$ cat src/rtl/ram_arbiter.sv
// ram_arbiter
//   Round-robin access scheduler sharing one single-ported 8x16 register array
//   between two requesters. The granted requester drives the array address,
//   write data and load enable for the duration of its grant cycle; reads are
//   captured into a per-requester data register at the end of the grant cycle.
//
//   Ports
//     clk, rst_n              clock, asynchronous active-low reset
//     req/lock/we/addr/wdata  per-requester transaction inputs (suffix 0 / 1)
//     gnt0, gnt1              registered grant, transaction executes this cycle
//     rvalid0, rvalid1        one-cycle read data valid pulse
//     rdata0, rdata1          read data, held until that requester's next read
//     mem_addr/mem_in/mem_load  array control, zero while nobody is granted
//     mem_out                 array read data, combinational from mem_addr
//
//   state | meaning
//   ------+--------------------------------------------------------------
//   IDLE  | no grant, array inputs forced to zero
//   G0    | requester 0 owns the array this cycle
//   G1    | requester 1 owns the array this cycle
module ram_arbiter #(
  parameter int WIDTH     = 16,
  parameter int ADDR_W    = 3,
  parameter int MAX_BURST = 4
) (
  input  logic              clk,
  input  logic              rst_n,
  input  logic              req0,
  input  logic              req1,
  input  logic              lock0,
  input  logic              lock1,
  input  logic              we0,
  input  logic              we1,
  input  logic [ADDR_W-1:0] addr0,
  input  logic [ADDR_W-1:0] addr1,
  input  logic [WIDTH-1:0]  wdata0,
  input  logic [WIDTH-1:0]  wdata1,
  output logic              gnt0,
  output logic              gnt1,
  output logic              rvalid0,
  output logic              rvalid1,
  output logic [WIDTH-1:0]  rdata0,
  output logic [WIDTH-1:0]  rdata1,
  output logic [ADDR_W-1:0] mem_addr,
  output logic [WIDTH-1:0]  mem_in,
  output logic              mem_load,
  input  logic [WIDTH-1:0]  mem_out
);

  localparam int CNT_W = $clog2(MAX_BURST + 1);
  localparam logic [CNT_W-1:0] BURST_MAX = CNT_W'(MAX_BURST);
  localparam logic [CNT_W-1:0] BURST_ONE = CNT_W'(1);

  typedef enum logic [1:0] {
    IDLE = 2'd0,
    G0   = 2'd1,
    G1   = 2'd2
  } state_t;

  state_t           state;
  logic             ptr;
  logic [CNT_W-1:0] bcnt;
  logic [CNT_W-1:0] bcnt_inc;
  logic             keep0;
  logic             keep1;

  // Burst length saturates so a long uncontested lock never wraps the count.
  assign bcnt_inc = (bcnt == BURST_MAX) ? bcnt : bcnt + BURST_ONE;

  // Locked stay: the burst cap only bites while the other side is waiting.
  assign keep0 = lock0 & req0 & ((bcnt < BURST_MAX) | ~req1);
  assign keep1 = lock1 & req1 & ((bcnt < BURST_MAX) | ~req0);

  // Array inputs follow the grant combinationally, so a request dropped inside
  // its grant cycle (or an async reset) removes the load before the edge.
  always_comb begin
    mem_addr = '0;
    mem_in   = '0;
    mem_load = 1'b0;
    case (state)
      G0: begin
        mem_addr = addr0;
        mem_in   = wdata0;
        mem_load = req0 & we0;
      end
      G1: begin
        mem_addr = addr1;
        mem_in   = wdata1;
        mem_load = req1 & we1;
      end
      default: ;
    endcase
  end

  always_ff @(posedge clk or negedge rst_n) begin
    if (!rst_n) begin
      state   <= IDLE;
      ptr     <= 1'b0;
      bcnt    <= '0;
      gnt0    <= 1'b0;
      gnt1    <= 1'b0;
      rvalid0 <= 1'b0;
      rvalid1 <= 1'b0;
      rdata0  <= '0;
      rdata1  <= '0;
    end else begin
      rvalid0 <= 1'b0;
      rvalid1 <= 1'b0;
      case (state)
        IDLE: begin
          // ptr only matters when both are asking.
          if (req0 & (~req1 | ~ptr)) begin
            state <= G0;
            gnt0  <= 1'b1;
            bcnt  <= BURST_ONE;
          end else if (req1) begin
            state <= G1;
            gnt1  <= 1'b1;
            bcnt  <= BURST_ONE;
          end
        end
        G0: begin
          if (req0 & ~we0) begin
            rdata0  <= mem_out;
            rvalid0 <= 1'b1;
          end
          if (keep0) begin
            bcnt <= bcnt_inc;
          end else begin
            ptr <= 1'b1;
            if (req1) begin
              state <= G1;
              gnt0  <= 1'b0;
              gnt1  <= 1'b1;
              bcnt  <= BURST_ONE;
            end else if (req0) begin
              bcnt <= bcnt_inc;
            end else begin
              state <= IDLE;
              gnt0  <= 1'b0;
              bcnt  <= '0;
            end
          end
        end
        G1: begin
          if (req1 & ~we1) begin
            rdata1  <= mem_out;
            rvalid1 <= 1'b1;
          end
          if (keep1) begin
            bcnt <= bcnt_inc;
          end else begin
            ptr <= 1'b0;
            if (req0) begin
              state <= G0;
              gnt1  <= 1'b0;
              gnt0  <= 1'b1;
              bcnt  <= BURST_ONE;
            end else if (req1) begin
              bcnt <= bcnt_inc;
            end else begin
              state <= IDLE;
              gnt1  <= 1'b0;
              bcnt  <= '0;
            end
          end
        end
        default: begin
          state <= IDLE;
          gnt0  <= 1'b0;
          gnt1  <= 1'b0;
          bcnt  <= '0;
        end
      endcase
    end
  end

endmodule
$ cat config.mk
export PLATFORM = sky130hd
export DESIGN_NAME = ram_arbiter
export DESIGN_NICKNAME = d
export VERILOG_FILES = /design/src/rtl/ram_arbiter.sv
export SDC_FILE = /design/constraint.sdc
export NUM_CORES = 1
export LEC_CHECK = 0
export CORE_MARGIN = 4
export CORE_UTILIZATION = 43
export DETAILED_ROUTE_END_ITERATION = 10
export GPL_TIMING_DRIVEN = 0
export PLACE_DENSITY = 0.86
export SLEW_MARGIN = 20
export SYNTH_ARGS = -nofsm -noshare
export SYNTH_HDL_FRONTEND = slang
export SYNTH_SLANG_ARGS = --single-unit
$ cat constraint.sdc
create_clock -name clk -period 4.9 [get_ports clk]
set_input_delay 1.47 -clock clk [delete_from_list [all_inputs] [get_ports clk]]
set_output_delay 1.47 -clock clk [all_outputs]
set_load 0.01 [all_outputs]
==> results_tabular.tex <==
\begin{tabular}{lr}
\hline
Metric & Value \\
\hline
\multicolumn{2}{l}{\textbf{Critical path}} \\
Critical Setup Path Class & in2out \\
Startpoint of the lowest-slack register-to-register path & state[1] \\
Delay contributed by the slowest stage of the critical path & 0.55 ns \\
Ordered cell list for the critical path & clkdlybuf4s50\_1 > buf\_2 > a32oi\_1 > nor2b\_1 > clkdlybuf4s50\_1 \\
Highest fanout seen on the critical path & 10 \\
Worst setup path startpoint & req1 \\
Worst setup SP type & input port \\
Slowest cell on crit path & sky130\_fd\_sc\_hd\_\_clkdlybuf4s50\_1 \\
Arrival time of the worst setup path & 3.01 ns \\
Kind of end point of the critical path & primary output \\
Required @ worst endpoint & 3.43 ns \\
Worst reg-to-reg setup slack & 3.00 ns \\
Dominant cell type by count on the critical path & sky130\_fd\_sc\_hd\_\_clkdlybuf4s50\_1 \\
\multicolumn{2}{l}{\textbf{CTS}} \\
Clock buffers created by TritonCTS & 5 \\
CTS-repair resized insts & 0 \\
Clock tree from TritonCTS & done \\
Root buf cell & sky130\_fd\_sc\_hd\_\_clkbuf\_8 \\
Hold buffers post-CTS & 0 \\
Clk slew on worst S/H paths & 0.07 ns \\
\# Post-CTS Setup Buffers & 0 \\
Clk buf depth & 2 \\
Number of sinks driven by the clock tree & 42 \\
H-Tree Depth & 2 \\
Clock network latency to the later pin of the worst-skew pair & 0.30 ns \\
\multicolumn{2}{l}{\textbf{Detailed routing}} \\
Routed length per placed instance & 15.5 µm \\
DRC violation count after routing & 0 \\
Total detailed-routing wirelength & 6630 µm \\
Starting DRT DRC Count & 72 \\
Count of nets left with antenna violations after detail routing & 0 \\
First-pass DRT Iterations & 4 \\
Vias per inst & 5.07 \\
Via count & 2,165 \\
\multicolumn{2}{l}{\textbf{Die}} \\
Die ar. & 6470 µm² \\
Placement Rows & 26 \\
Top-level port count & 118 \\
Height of the die & 80.4 µm \\
Core Footprint & 5110 µm² \\
Chip Width & 80.4 µm \\
Starting utilization of the core area & 44.2\% \\
\multicolumn{2}{l}{\textbf{Outcome}} \\
Run status & finished, final reports clean \\
\multicolumn{2}{l}{\textbf{Cells and area}} \\
Sequential cell area in the final layout & 1050 µm² \\
Multi-input gate area in the final layout & 1070 µm² \\
Fraction of final layout cells sized beyond drive strength 1 & 10.9\% \\
Number of fill cells & 395 \\
Area overhead of the layout relative to synthesis & 61.7\% \\
Total number of nets in the final design & 424 \\
Antenna cells & 0 \\
\multicolumn{2}{l}{\textbf{Synth}} \\
Per-instance average area after synthesis & 9.77 µm² \\
Warnings from Yosys & 0 \\
Count of mapped cells out of synthesis & 231 \\
Async S/R FF share, synth & 100\% \\
Count of flip-flops with a built-in enable after synthesis & 0 \\
Post-synth top area share & 46.6\% \\
Library cell with the largest summed area after synthesis & sky130\_fd\_sc\_hd\_\_dfrtp\_1 \\
Register area share after synthesis & 46.6\% \\
Synthesized Nets & 299 \\
Leading post-synthesis cells by instance count & sky130\_fd\_sc\_hd\_\_nand2\_1 (60), sky130\_fd\_sc\_hd\_\_dfrtp\_1 (42), sky130\_fd\_sc\_hd\_\_nor2b\_1 (20), sky130\_fd\_sc\_hd\_\_a22oi\_1 (19), sky130\_fd\_sc\_hd\_\_mux2\_4 (9) \\
Leading cell type by number of instances after synthesis & sky130\_fd\_sc\_hd\_\_nand2\_1 \\
Distinct cell type count after synthesis & 38 \\
Number of synthesized register bits & 42 \\
Top flip-flop cell by instance count after synthesis & sky130\_fd\_sc\_hd\_\_dfrtp\_1 \\
Summed instance area of the synthesized netlist & 2260 µm² \\
Biggest area contributors in the synthesized netlist & sky130\_fd\_sc\_hd\_\_dfrtp\_1 (47\%), sky130\_fd\_sc\_hd\_\_nand2\_1 (10\%), sky130\_fd\_sc\_hd\_\_a22oi\_1 (6.3\%), sky130\_fd\_sc\_hd\_\_mux2\_4 (6.0\%), sky130\_fd\_sc\_hd\_\_nor2b\_1 (5.5\%) \\
\multicolumn{2}{l}{\textbf{STA}} \\
Post-route clock period utilization & 91.4\% \\
Shortest clock period the worst path allows after layout & 4.48 ns \\
Worst relative slew slack & 64.4\% \\
Worst hold slack & 0.478 ns \\
Setup Skew & 0.0118 ns \\
Achievable Freq & 223 MHz \\
Setup TNS after final layout & 0 ns \\
Max-slew violations & 0 \\
Final setup fails & 0 \\
Tightest Pin Transition & 0.533 ns \\
Final Hold Fails & 0 \\
RSZ-0062 raised after global routing & no \\
\multicolumn{2}{l}{\textbf{Place}} \\
Weighted congestion reported at the end of routability-driven placement & 0.871 \\
IO Port Bufs & 117 \\
Final HPWL DP & 5300 µm \\
\multicolumn{2}{l}{\textbf{GRT}} \\
Vias in the first global route & 2,173 \\
Largest net degree at the start of global routing & 24 \\
GRT Residual Overflow & 0 \\
Wire length of the first global-routing pass & 10,300 µm \\
Antenna violations before repair & 0 \\
Overall global routing resource usage & 20.7\% \\
\multicolumn{2}{l}{\textbf{Min path}} \\
Startpoint of the worst hold path & rdata0[2] \\
Hold WC Path Type & reg2reg \\
\multicolumn{2}{l}{\textbf{Pwr}} \\
Leakage Power & 1.60 nW \\
Worst vdd ir & 0.000281 V \\
PwrDens & 546 nW/µm² \\
\multicolumn{2}{l}{\textbf{Run}} \\
Number of maximum-capacitance constraint violations & 0 \\
\hline
\end{tabular}
==> cell usage in the layout, fill, tap and decap left out, types with 4 or more instances in the layout <==
cell type	instances
sky130_fd_sc_hd__mux2_2	7
sky130_fd_sc_hd__ha_1	6
sky130_fd_sc_hd__clkbuf_8	5
sky130_fd_sc_hd__nand2b_1	4
sky130_fd_sc_hd__dfrtp_1	42
sky130_fd_sc_hd__nor2b_1	20
sky130_fd_sc_hd__o21ai_0	6
sky130_fd_sc_hd__clkdlybuf4s50_1	116
sky130_fd_sc_hd__mux2_4	9
sky130_fd_sc_hd__nand2_1	60
sky130_fd_sc_hd__inv_1	7
sky130_fd_sc_hd__buf_2	7
sky130_fd_sc_hd__a22oi_1	19
sky130_fd_sc_hd__clkbuf_1	7
sky130_fd_sc_hd__a21oi_1	7
==> per-layer routing <==
layer / GRT usage (%) / share of wire, %
met4: 5.07 / 1.1
met2: 36.4 / 48
met3: 7.51 / 11
met5: 0 / 0
met1: 23.9 / 40
==> registers in the layout, summed over array words and instances, names as in the netlist <==
signal	flops
bcnt	3
rvalid1	1
state	2
gnt1	1
rdata1	16
gnt0	1
rvalid0	1
ptr	1
rdata0	16
==> critical path, delay by kind of cell <==
family | cells | cell delay [ns]
buffers and inverters | 3 | 1.24
AND/OR/NAND/NOR | 1 | 0.15
AO/OA/AOI/OAI | 1 | 0.14
==> where the power goes <==
group	internal, mW	switching [mW]	total (mW)
combinational	0.642	0.478	1.12
sequential	0.503	0.0959	0.599
clock	0.152	0.122	0.274
==> cell type report <==
type	count	area share, %
Timing Repair Buffer	118	32.7
Multi-Input combinational cell	164	29.3
Sequential cell	42	28.8
Buffer	17	2.88
Tap cell	70	2.40
Clock buffer	6	1.99
Clock inverter	2	1.03
Inverter	8	0.823
==> final timing paths <==
kind,end,cells after the start
worst max-delay path,mem_load,5
worst min-delay path,rdata0[2],2
worst max register to register,rdata0[12],10
worst min register to register,rdata0[2],2
max in group asynchronous,rdata1[14],2
min in group asynchronous,rdata1[5],1
==> cell families (layout without fill, tap and decap cells) <==
group,Yosys count,in the layout,synth area share [%]
xor+xnor,1,1,0.388
compound gates,43,43,13.1
mux,18,18,10.4
flops,42,42,46.6
buf+inv,25,151,5.99
simple gates,96,96,20.2
fa+ha+maj,6,6,3.33
==> metrics by stage <==
step | util (%) | worst slack, ns | cell area, µm² | cells | total power, mW
after floorplan | - | 1.50 | 2260 | 231 | 1.16
final | 71.4 | 0.423 | 3650 | 427 | 1.99
after global routing | 71.4 | 0.365 | 3650 | 427 | 2.13
after global placement | 68.8 | 0.444 | 3510 | 418 | 1.69
after CTS | 71.4 | 0.429 | 3650 | 427 | 2.01
after detailed placement | 69.3 | 0.446 | 3540 | 419 | 1.73
(Power assumes the default switching activity.)
